## config.mk

```make
export PLATFORM = sky130hd
export DESIGN_NAME = router_ctrl
export DESIGN_NICKNAME = d
export VERILOG_FILES = /design/src/rtl/router_ctrl.sv
export SDC_FILE = /design/constraint.sdc
export NUM_CORES = 1
export LEC_CHECK = 0
export ABC_AREA = 1
export CORE_UTILIZATION = 35
export DETAILED_ROUTE_END_ITERATION = 16
export PLACE_DENSITY_LB_ADDON = 0.12
export SLEW_MARGIN = 20
export SYNTH_ARGS = -nofsm -noshare
export SYNTH_HDL_FRONTEND = slang
export SYNTH_SLANG_ARGS = --single-unit
```

## constraint.sdc

```tcl
create_clock -name clock -period 1.5 [get_ports clock]
set_input_delay 0.3 -clock clock [delete_from_list [all_inputs] [get_ports clock]]
set_output_delay 0.3 -clock clock [all_outputs]
set_load 0.1 [all_outputs]
```

## src/rtl/router_ctrl.sv

```systemverilog
// router_ctrl: control FSM for the 1-input / 3-output packet router.
// Steers header, payload and parity bytes into a destination FIFO, checks parity and watches for unread FIFOs.
module router_ctrl #(
    parameter int NUM_PORTS = 3,
    parameter int TIMEOUT   = 30,
    parameter int DATA_W    = 8
) (
    input  logic                 clock,
    input  logic                 resetn,
    input  logic                 pkt_valid,
    input  logic [DATA_W-1:0]    data_in,
    input  logic [NUM_PORTS-1:0] fifo_full,
    input  logic [NUM_PORTS-1:0] fifo_empty,
    input  logic [NUM_PORTS-1:0] read_enb,
    output logic                 busy,
    output logic                 error,
    output logic [NUM_PORTS-1:0] write_enb,
    output logic [DATA_W-1:0]    wr_data,
    output logic                 lfd,
    output logic [NUM_PORTS-1:0] valid_out,
    output logic [NUM_PORTS-1:0] soft_reset
);

    localparam int CNT_W = (TIMEOUT > 1) ? $clog2(TIMEOUT) : 1;

    typedef enum logic [2:0] {
        ST_DECODE          = 3'd0,
        ST_DROP            = 3'd1,
        ST_WAIT_EMPTY      = 3'd2,
        ST_LFD             = 3'd3,
        ST_LOAD_DATA       = 3'd4,
        ST_FIFO_FULL       = 3'd5,
        ST_LOAD_AFTER_FULL = 3'd6,
        ST_CHECK_PARITY    = 3'd7
    } state_e;

    state_e                           state_q, state_d;
    logic [1:0]                       addr_q, addr_d;
    logic [DATA_W-1:0]                par_q, par_d;
    logic [DATA_W-1:0]                rx_par_q, rx_par_d;
    logic [DATA_W-1:0]                hold_q, hold_d;
    logic                             hold_pv_q, hold_pv_d;
    logic                             err_q, err_d;
    logic [NUM_PORTS-1:0][CNT_W-1:0]  cnt_q, cnt_d;
    logic [NUM_PORTS-1:0]             sr_q, sr_d;
    logic                             wr_go_s;
    logic                             hdr_legal_s;
    logic                             full_cur_s;
    logic                             empty_cur_s;
    logic                             sr_cur_s;

    // Selects one per-port bit by a 2-bit address; out-of-range addresses read as 0.
    function automatic logic port_bit(input logic [NUM_PORTS-1:0] vec, input logic [1:0] a);
        logic r;
        r = 1'b0;
        for (int i = 0; i < NUM_PORTS; i++) begin
            r = (a == 2'(i)) ? vec[i] : r;
        end
        return r;
    endfunction

    assign hdr_legal_s = (int'(data_in[1:0]) < NUM_PORTS);
    assign full_cur_s  = port_bit(fifo_full, addr_q);
    assign empty_cur_s = port_bit(fifo_empty, addr_q);
    assign sr_cur_s    = port_bit(sr_q, addr_q);
    assign valid_out   = ~fifo_empty;
    assign error       = err_q;
    assign soft_reset  = sr_q;

    // Next-state and Mealy output decode; a flush of the active port aborts the packet.
    always_comb begin
        state_d   = state_q;
        addr_d    = addr_q;
        par_d     = par_q;
        rx_par_d  = rx_par_q;
        hold_d    = hold_q;
        hold_pv_d = hold_pv_q;
        err_d     = err_q;
        busy      = 1'b0;
        lfd       = 1'b0;
        wr_go_s   = 1'b0;
        wr_data   = data_in;
        case (state_q)
            ST_DECODE: begin
                if (pkt_valid) begin
                    addr_d = data_in[1:0];
                    if (!hdr_legal_s) begin
                        state_d = ST_DROP;
                    end else if (port_bit(fifo_empty, data_in[1:0])) begin
                        state_d = ST_LFD;
                    end else begin
                        state_d = ST_WAIT_EMPTY;
                    end
                end else begin
                    state_d = ST_DECODE;
                end
            end
            ST_DROP: begin
                if (!pkt_valid) begin
                    state_d = ST_DECODE;
                end else begin
                    state_d = ST_DROP;
                end
            end
            ST_WAIT_EMPTY: begin
                busy = 1'b1;
                if (sr_cur_s) begin
                    state_d = ST_DECODE;
                end else if (empty_cur_s) begin
                    state_d = ST_LFD;
                end else begin
                    state_d = ST_WAIT_EMPTY;
                end
            end
            ST_LFD: begin
                busy = 1'b1;
                if (sr_cur_s) begin
                    state_d = ST_DECODE;
                end else if (full_cur_s) begin
                    state_d = ST_LFD;
                end else begin
                    wr_go_s = 1'b1;
                    lfd     = 1'b1;
                    par_d   = data_in;
                    err_d   = 1'b0;
                    state_d = ST_LOAD_DATA;
                end
            end
            ST_LOAD_DATA: begin
                if (sr_cur_s) begin
                    state_d = ST_DECODE;
                end else if (full_cur_s) begin
                    // The source moves on this cycle, so park its byte until space frees up.
                    hold_d    = data_in;
                    hold_pv_d = pkt_valid;
                    state_d   = ST_FIFO_FULL;
                end else if (pkt_valid) begin
                    wr_go_s = 1'b1;
                    par_d   = par_q ^ data_in;
                end else begin
                    wr_go_s  = 1'b1;
                    rx_par_d = data_in;
                    state_d  = ST_CHECK_PARITY;
                end
            end
            ST_FIFO_FULL: begin
                busy = 1'b1;
                if (sr_cur_s) begin
                    state_d = ST_DECODE;
                end else if (!full_cur_s) begin
                    state_d = ST_LOAD_AFTER_FULL;
                end else begin
                    state_d = ST_FIFO_FULL;
                end
            end
            ST_LOAD_AFTER_FULL: begin
                busy    = 1'b1;
                wr_data = hold_q;
                if (sr_cur_s) begin
                    state_d = ST_DECODE;
                end else if (full_cur_s) begin
                    state_d = ST_LOAD_AFTER_FULL;
                end else if (hold_pv_q) begin
                    wr_go_s = 1'b1;
                    par_d   = par_q ^ hold_q;
                    state_d = ST_LOAD_DATA;
                end else begin
                    wr_go_s  = 1'b1;
                    rx_par_d = hold_q;
                    state_d  = ST_CHECK_PARITY;
                end
            end
            ST_CHECK_PARITY: begin
                busy    = 1'b1;
                err_d   = (par_q != rx_par_q);
                state_d = ST_DECODE;
            end
            default: begin
                state_d = ST_DECODE;
            end
        endcase
    end

    // One-hot write strobe towards the latched destination.
    always_comb begin
        write_enb = {NUM_PORTS{1'b0}};
        for (int i = 0; i < NUM_PORTS; i++) begin
            write_enb[i] = wr_go_s && (addr_q == 2'(i));
        end
    end

    // Per-port read watchdog: count unread non-empty cycles, pulse a flush on the last one.
    always_comb begin
        cnt_d = cnt_q;
        sr_d  = {NUM_PORTS{1'b0}};
        for (int i = 0; i < NUM_PORTS; i++) begin
            if (read_enb[i] || fifo_empty[i]) begin
                cnt_d[i] = {CNT_W{1'b0}};
            end else if (cnt_q[i] == CNT_W'(TIMEOUT - 1)) begin
                cnt_d[i] = {CNT_W{1'b0}};
                sr_d[i]  = 1'b1;
            end else begin
                cnt_d[i] = cnt_q[i] + CNT_W'(1);
            end
        end
    end

    // State, datapath and watchdog registers.
    always_ff @(posedge clock or negedge resetn) begin
        if (!resetn) begin
            state_q   <= ST_DECODE;
            addr_q    <= 2'd0;
            par_q     <= {DATA_W{1'b0}};
            rx_par_q  <= {DATA_W{1'b0}};
            hold_q    <= {DATA_W{1'b0}};
            hold_pv_q <= 1'b0;
            err_q     <= 1'b0;
            cnt_q     <= {(NUM_PORTS*CNT_W){1'b0}};
            sr_q      <= {NUM_PORTS{1'b0}};
        end else begin
            state_q   <= state_d;
            addr_q    <= addr_d;
            par_q     <= par_d;
            rx_par_q  <= rx_par_d;
            hold_q    <= hold_d;
            hold_pv_q <= hold_pv_d;
            err_q     <= err_d;
            cnt_q     <= cnt_d;
            sr_q      <= sr_d;
        end
    end

endmodule

```

# ---- Word-level counts from Yosys, hierarchy flattened
# Cells that the tools add are included.
# W data, S select, Z words.
dict set report totals {
  wordCells 130
  output_inout_bits 20
  inputBits 20
  register_bits 49
}
dict set report op_classes {
  eq_ne 26
  reduce_logical 19
  n_mux 66
  n_addsub 3
  order_cmp 1
  n_bitwise 4
}
# cell n
set ops {}
lappend ops {{$mux W8} 15}
lappend ops {{$mux W5} 6}
lappend ops {{$mux W1} 28}
lappend ops {{$mux W3} 8}
lappend ops {{$pmux W3 S8} 1}
lappend ops {{$pmux W8 S3} 1}
lappend ops {{$ne A2 B2 Y1 const B} 10}
lappend ops {{$pmux W8 S2} 1}
lappend ops {{$xor A8 B8 Y8} 2}
lappend ops {{$add A5 B1 Y5 const B} 3}
lappend ops {{$eq A5 B5 Y1 const B} 3}
lappend ops {{$eq A3 B3 Y1 const B} 4}
lappend ops {{$mux W2} 5}
lappend ops {{$reduce_and A9 Y1} 1}
lappend ops {{$ne A8 B8 Y1} 1}
lappend ops {{$reduce_and A7 Y1} 1}
lappend ops {{$eq A3 B2 Y1 const B} 2}
lappend ops {{$reduce_and A3 Y1} 2}
lappend ops {{$reduce_or A5 Y1} 1}
lappend ops {{$eq A2 B1 Y1 const B} 2}
lappend ops {{$eq A2 B2 Y1 const B} 2}
lappend ops {{$logic_not A2 Y1} 2}
lappend ops {{$ne A4 B4 Y1 const B} 1}
lappend ops {{$reduce_bool A2 Y1} 2}
lappend ops {{other kinds (11)} 15}

# ---- Longest topological paths before layout
dict set report depth {
  ltp_word 8
  ltp_mapped 11
  ltp_nobuf 10
}

# ---- Worst setup path after synthesis
# Ideal clock, no wire load.
dict set report synth_path {
  path_kind {reg-to-output}
  from {register sr_q[2], in the netlist soft_reset[2]}
  to {output write_enb[0]}
  required_ns 1.200
  slack_ns -2.336
  arrival_time_ns 3.536
  n_path_buf 0
  stages_incl_launch_ff 6
  cell_sequence {dfrtp_1 nand3_1 nand3_2 nor2_4 o21ai_2 nor3_1}
}
dict set report synth_via {
  elab_chain_len 4
}
# element line_no
set synth_lines {}
lappend synth_lines {{start, declared} 45} ;# logic [NUM_PORTS-1:0] sr_q, sr_d;
lappend synth_lines {{start signal, assigned} 219} ;# sr_q <= {NUM_PORTS{1'b0}};
lappend synth_lines {{start signal, assigned} 229} ;# sr_q <= sr_d;
lappend synth_lines {{$mux W1} 57} ;# r = (a == 2'(i)) ? vec[i] : r;
lappend synth_lines {{$mux W1} 130} ;# if (sr_cur_s) begin
lappend synth_lines {{$mux W1} --}
lappend synth_lines {{$logic_and A1 B1 Y1} 188} ;# write_enb[i] = wr_go_s && (addr_q == 2'(i));
lappend synth_lines {{end, declared} 17} ;# output logic [NUM_PORTS-1:0] write_enb,
# No other way between the ends.

# ---- Worst setup path after layout
dict set report layout_path {
  from {register addr_q[0]}
  to {output write_enb[2]}
}
dict set report layout_via {
  elab_chain_len 8
  word_cells_on_any_way 13
  cone_classes {eq/ne (2); mux (9); reduce/logical (2)}
}
# element line_no
set layout_lines {}
lappend layout_lines {{start, declared} 38} ;# logic [1:0] addr_q, addr_d;
lappend layout_lines {{start signal, assigned} 222} ;# addr_q <= addr_d;
lappend layout_lines {{$logic_not A2 Y1} 57}
lappend layout_lines {{$mux W1 (3 in a row)} 57}
lappend layout_lines {{$mux W1} 119} ;# end else if (full_cur_s) begin
lappend layout_lines {{$mux W1} 130}
lappend layout_lines {{$mux W1} --}
lappend layout_lines {{$logic_and A1 B1 Y1 *} 188}
# Mark *: on every way between the ends. The rest lies on a longest branch, timed or not.

==> flow_metrics.tcl <==
set metrics [dict create \
    slew_headroom_pct 80.50 \
    grt_max_degree 50 \
    synthFlopType "dfrtp_1" \
    numCtsBuffers 5 \
    ys_types 29 \
    violations "setup timing" \
    synth-simple-area-share_pct 31.74 \
    synth_top_family_by_area "simple AND/OR/NAND/NOR gates" \
    yosys-top-cells-area "dfrtp_1 (43%), nand2_1 (12%), o21ai_0 (5.0%)" \
    worstSetupPathType "reg2out" \
    p_leak_nw 2.336 \
    setup_ws_ps -563.4 \
    synth_compound_gate_area_share_pct 9.543 \
    path_max_fanout 4 \
    p_total_mw 9.122 \
    p_per_area_nw_per_um2 1826 \
    synth_largest_area_cell "dfrtp_1" \
    drive_above_1_share_pct 45.49 \
    synth_fa_ha_area_share_pct 2.663 \
    portBuffers 39 \
    syn_avg_cell_area_um2 8.100 \
    die_area_um2 8417 \
    timing.rr.start "addr_q[0]$_DFFE_PN0P_" \
    max_freq_mhz 484.6 \
    cap_violations 0 \
    drt_iter0_markers 113 \
    fin_nets 502 \
    clk_root_buffer_cell "clkbuf_8" \
    synthToLayoutAreaGrowth_pct 77.23 \
    initial_core_util_pct 36.29 \
    fill_cells 655 \
    viasPerCell 4.770 \
    r2r_end "par_q[6]$_DFFE_PN0P_" \
    reg2reg_slack_ps -450 \
    antenna_found_initial 0 \
    yosysWarnings 0 \
    dpl.hpwl_mm 5.137 \
    synth_top_cell_area_share_pct 43.50 \
    worstSetupEndpointType "primary output" \
    synth_xor_area_share_pct 5.282 \
    synthMuxAreaShare_pct 0 \
    setup_violations 40 \
    critPathLaunchType "register" \
    dieHeight_um 91.75 \
    cp.arrival_ps 1760 \
    clockBufferDepth 2 \
    fp-row-count 32 \
    clock_latency_ps 310 \
    antenna_left 0 \
    grt_pass1_vias 2750 \
    utilization_pct 64.32 \
    grt_pass1_wl_mm 13.09 \
    crit_start "addr_q[0]$_DFFE_PN0P_" \
    finClkSkew_ps 14.40 \
    place_ws_ps -451.2 \
    worstPathRequired_ps 1200 \
    yosysMostFrequentCell "nand2_1" \
    diodes 0 \
    cts_sinks 49 \
    grt_usage_pct 19.69 \
    yosys-top-cells-count "nand2_1 (91), dfrtp_1 (49), inv_1 (36), nor2_1 (30), o21ai_0 (28)" \
    routed_wl_mm 7.946 \
    ys_seq_elements 49 \
    hold_path_class "in2async" \
    fin_crit_sh_pct 137.6 \
    tightest_slew_ps 291.4 \
    die_w_um 91.75 \
    yosysSeqAreaShare_pct 43.50 \
    syn_nets 374 \
    status "finished with violations" \
    ff2ff_path_depth 12 \
    final-max-slew-violation-count 0 \
    hold_violations 0 \
    dr.pass1.iters 4 \
    vdd_drop_max_v 0.001043 \
    routedWlPerCell_um 13.72 \
    clkTransAtPathRegs_ps 110 \
    htreeDepth 2 \
    synth_cells 348 \
    finalWorstPathRequiredPeriod_ps 2063 \
    core_um2 7767 \
    async_flop_share_pct 100.0 \
    ios 40 \
    whs_ps 483.7 \
    rsz0062_at_grt "yes" \
    drc 0 \
    vias 2762 \
    gp_congestion 0.8213 \
    grt-ovfl-total 0 \
    tritoncts "yes" \
    syn_area_um2 2819 \
    synth_edf_count 0 \
]
==> critical path, stage by stage, from the launching register on <==
cell and delay [ps]:
dfrtp_2 450, buf_4 170, nand3_4 100, nand3_4 90, nor2_4 150, o21ai_4 120
nor3_4 170, buf_12 200
==> worst max path at each step <==
stage / slack [ps] / cells after the start / end
5_1_grt: -640 / 7 / write_enb[2]
3_3_place_gp: -410 / 7 / write_enb[0]
4_1_cts: -570 / 7 / write_enb[2]
2_1_floorplan: -800 / 5 / write_enb[0]
6_report: -560 / 7 / write_enb[2]
3_5_place_dp: -450 / 7 / write_enb[0]
==> area by class of cell <==
cell class	instances	area [µm²]	area share [%]
Clock inverter	3	26.28	0.5259
Multi-Input combinational cell	253	1902	38.07
Clock buffer	5	68.82	1.377
Inverter	39	168.9	3.381
Tap cell	102	127.6	2.554
Timing Repair Buffer	128	1460	29.23
Sequential cell	49	1242	24.87
==> stage by stage <==
step	cell area, µm²	TNS [ps]	cells
after floorplan	3062	-3661	348
after global placement	4163	-7965	534
after detailed placement	4163	-9256	534
after CTS	4776	-9973	574
after global routing	4996	-15030	579
final	4996	-12570	579
==> sequential cells by signal, indices dropped and copies added, names as in the netlist <==
register    cells
rx_par_q        8
error           1
hold_pv_q       1
hold_q          8
state_q         3
par_q           8
soft_reset      3
cnt_q          15
addr_q          2
==> power by group <==
group	switching [mW]	internal (mW)	leakage (nW)	total (mW)
combinational	3.23	2.80	1.66	6.03
sequential	0.528	1.73	0.626	2.26
clock	0.492	0.341	0.0487	0.833
total	4.25	4.87	2.34	9.12
==> cell families after synthesis <==
kind of cell,Yosys count
AOI/OAI and AO/OA,42
xor gates and xnor gates,17
adders and majority gates,6
buffers and inverters,46
DFF,49
and+or+nand+nor,188
==> layout by cell type (no fill, tap or decap), types with 10 or more instances in the layout <==
| master | n |
|---|---|
| buf_4 | 62 |
| nand2_1 | 54 |
| dfrtp_1 | 42 |
| inv_1 | 30 |
| buf_12 | 30 |
| nor2_1 | 27 |
| nand2_4 | 24 |
| nand3_1 | 18 |
| o21ai_0 | 18 |
| clkdlybuf4s50_1 | 17 |
| buf_6 | 14 |
| nand2_2 | 13 |
| xnor2_1 | 11 |
| o21ai_2 | 11 |
| nand2_8 | 10 |
==> metal layers <==
metal | GRT usage [%] | part of all wire (%) | vias to the layer above
met3 | 2.653 | 2.4 | 18
li1 | - | - | 1376
met4 | 6.250 | 2.8 | 0
met1 | 25.29 | 45 | 1321
met5 | 0 | 0 | -
met2 | 34.27 | 50 | 47
==> what timing repair did <==
| item | in CTS | in global routing |
|---|---|---|
| hold buffers | 1 | 0 |
| setup buffers | 31 | 7 |
| hold endpoints to repair | 49 | 0 |
| setup endpoints to repair | 41 | 43 |
| resized for setup | 56 | 47 |
| pin swaps | 15 | 21 |
| gates cloned | 1 | 0 |
(Power assumes the default switching activity.)
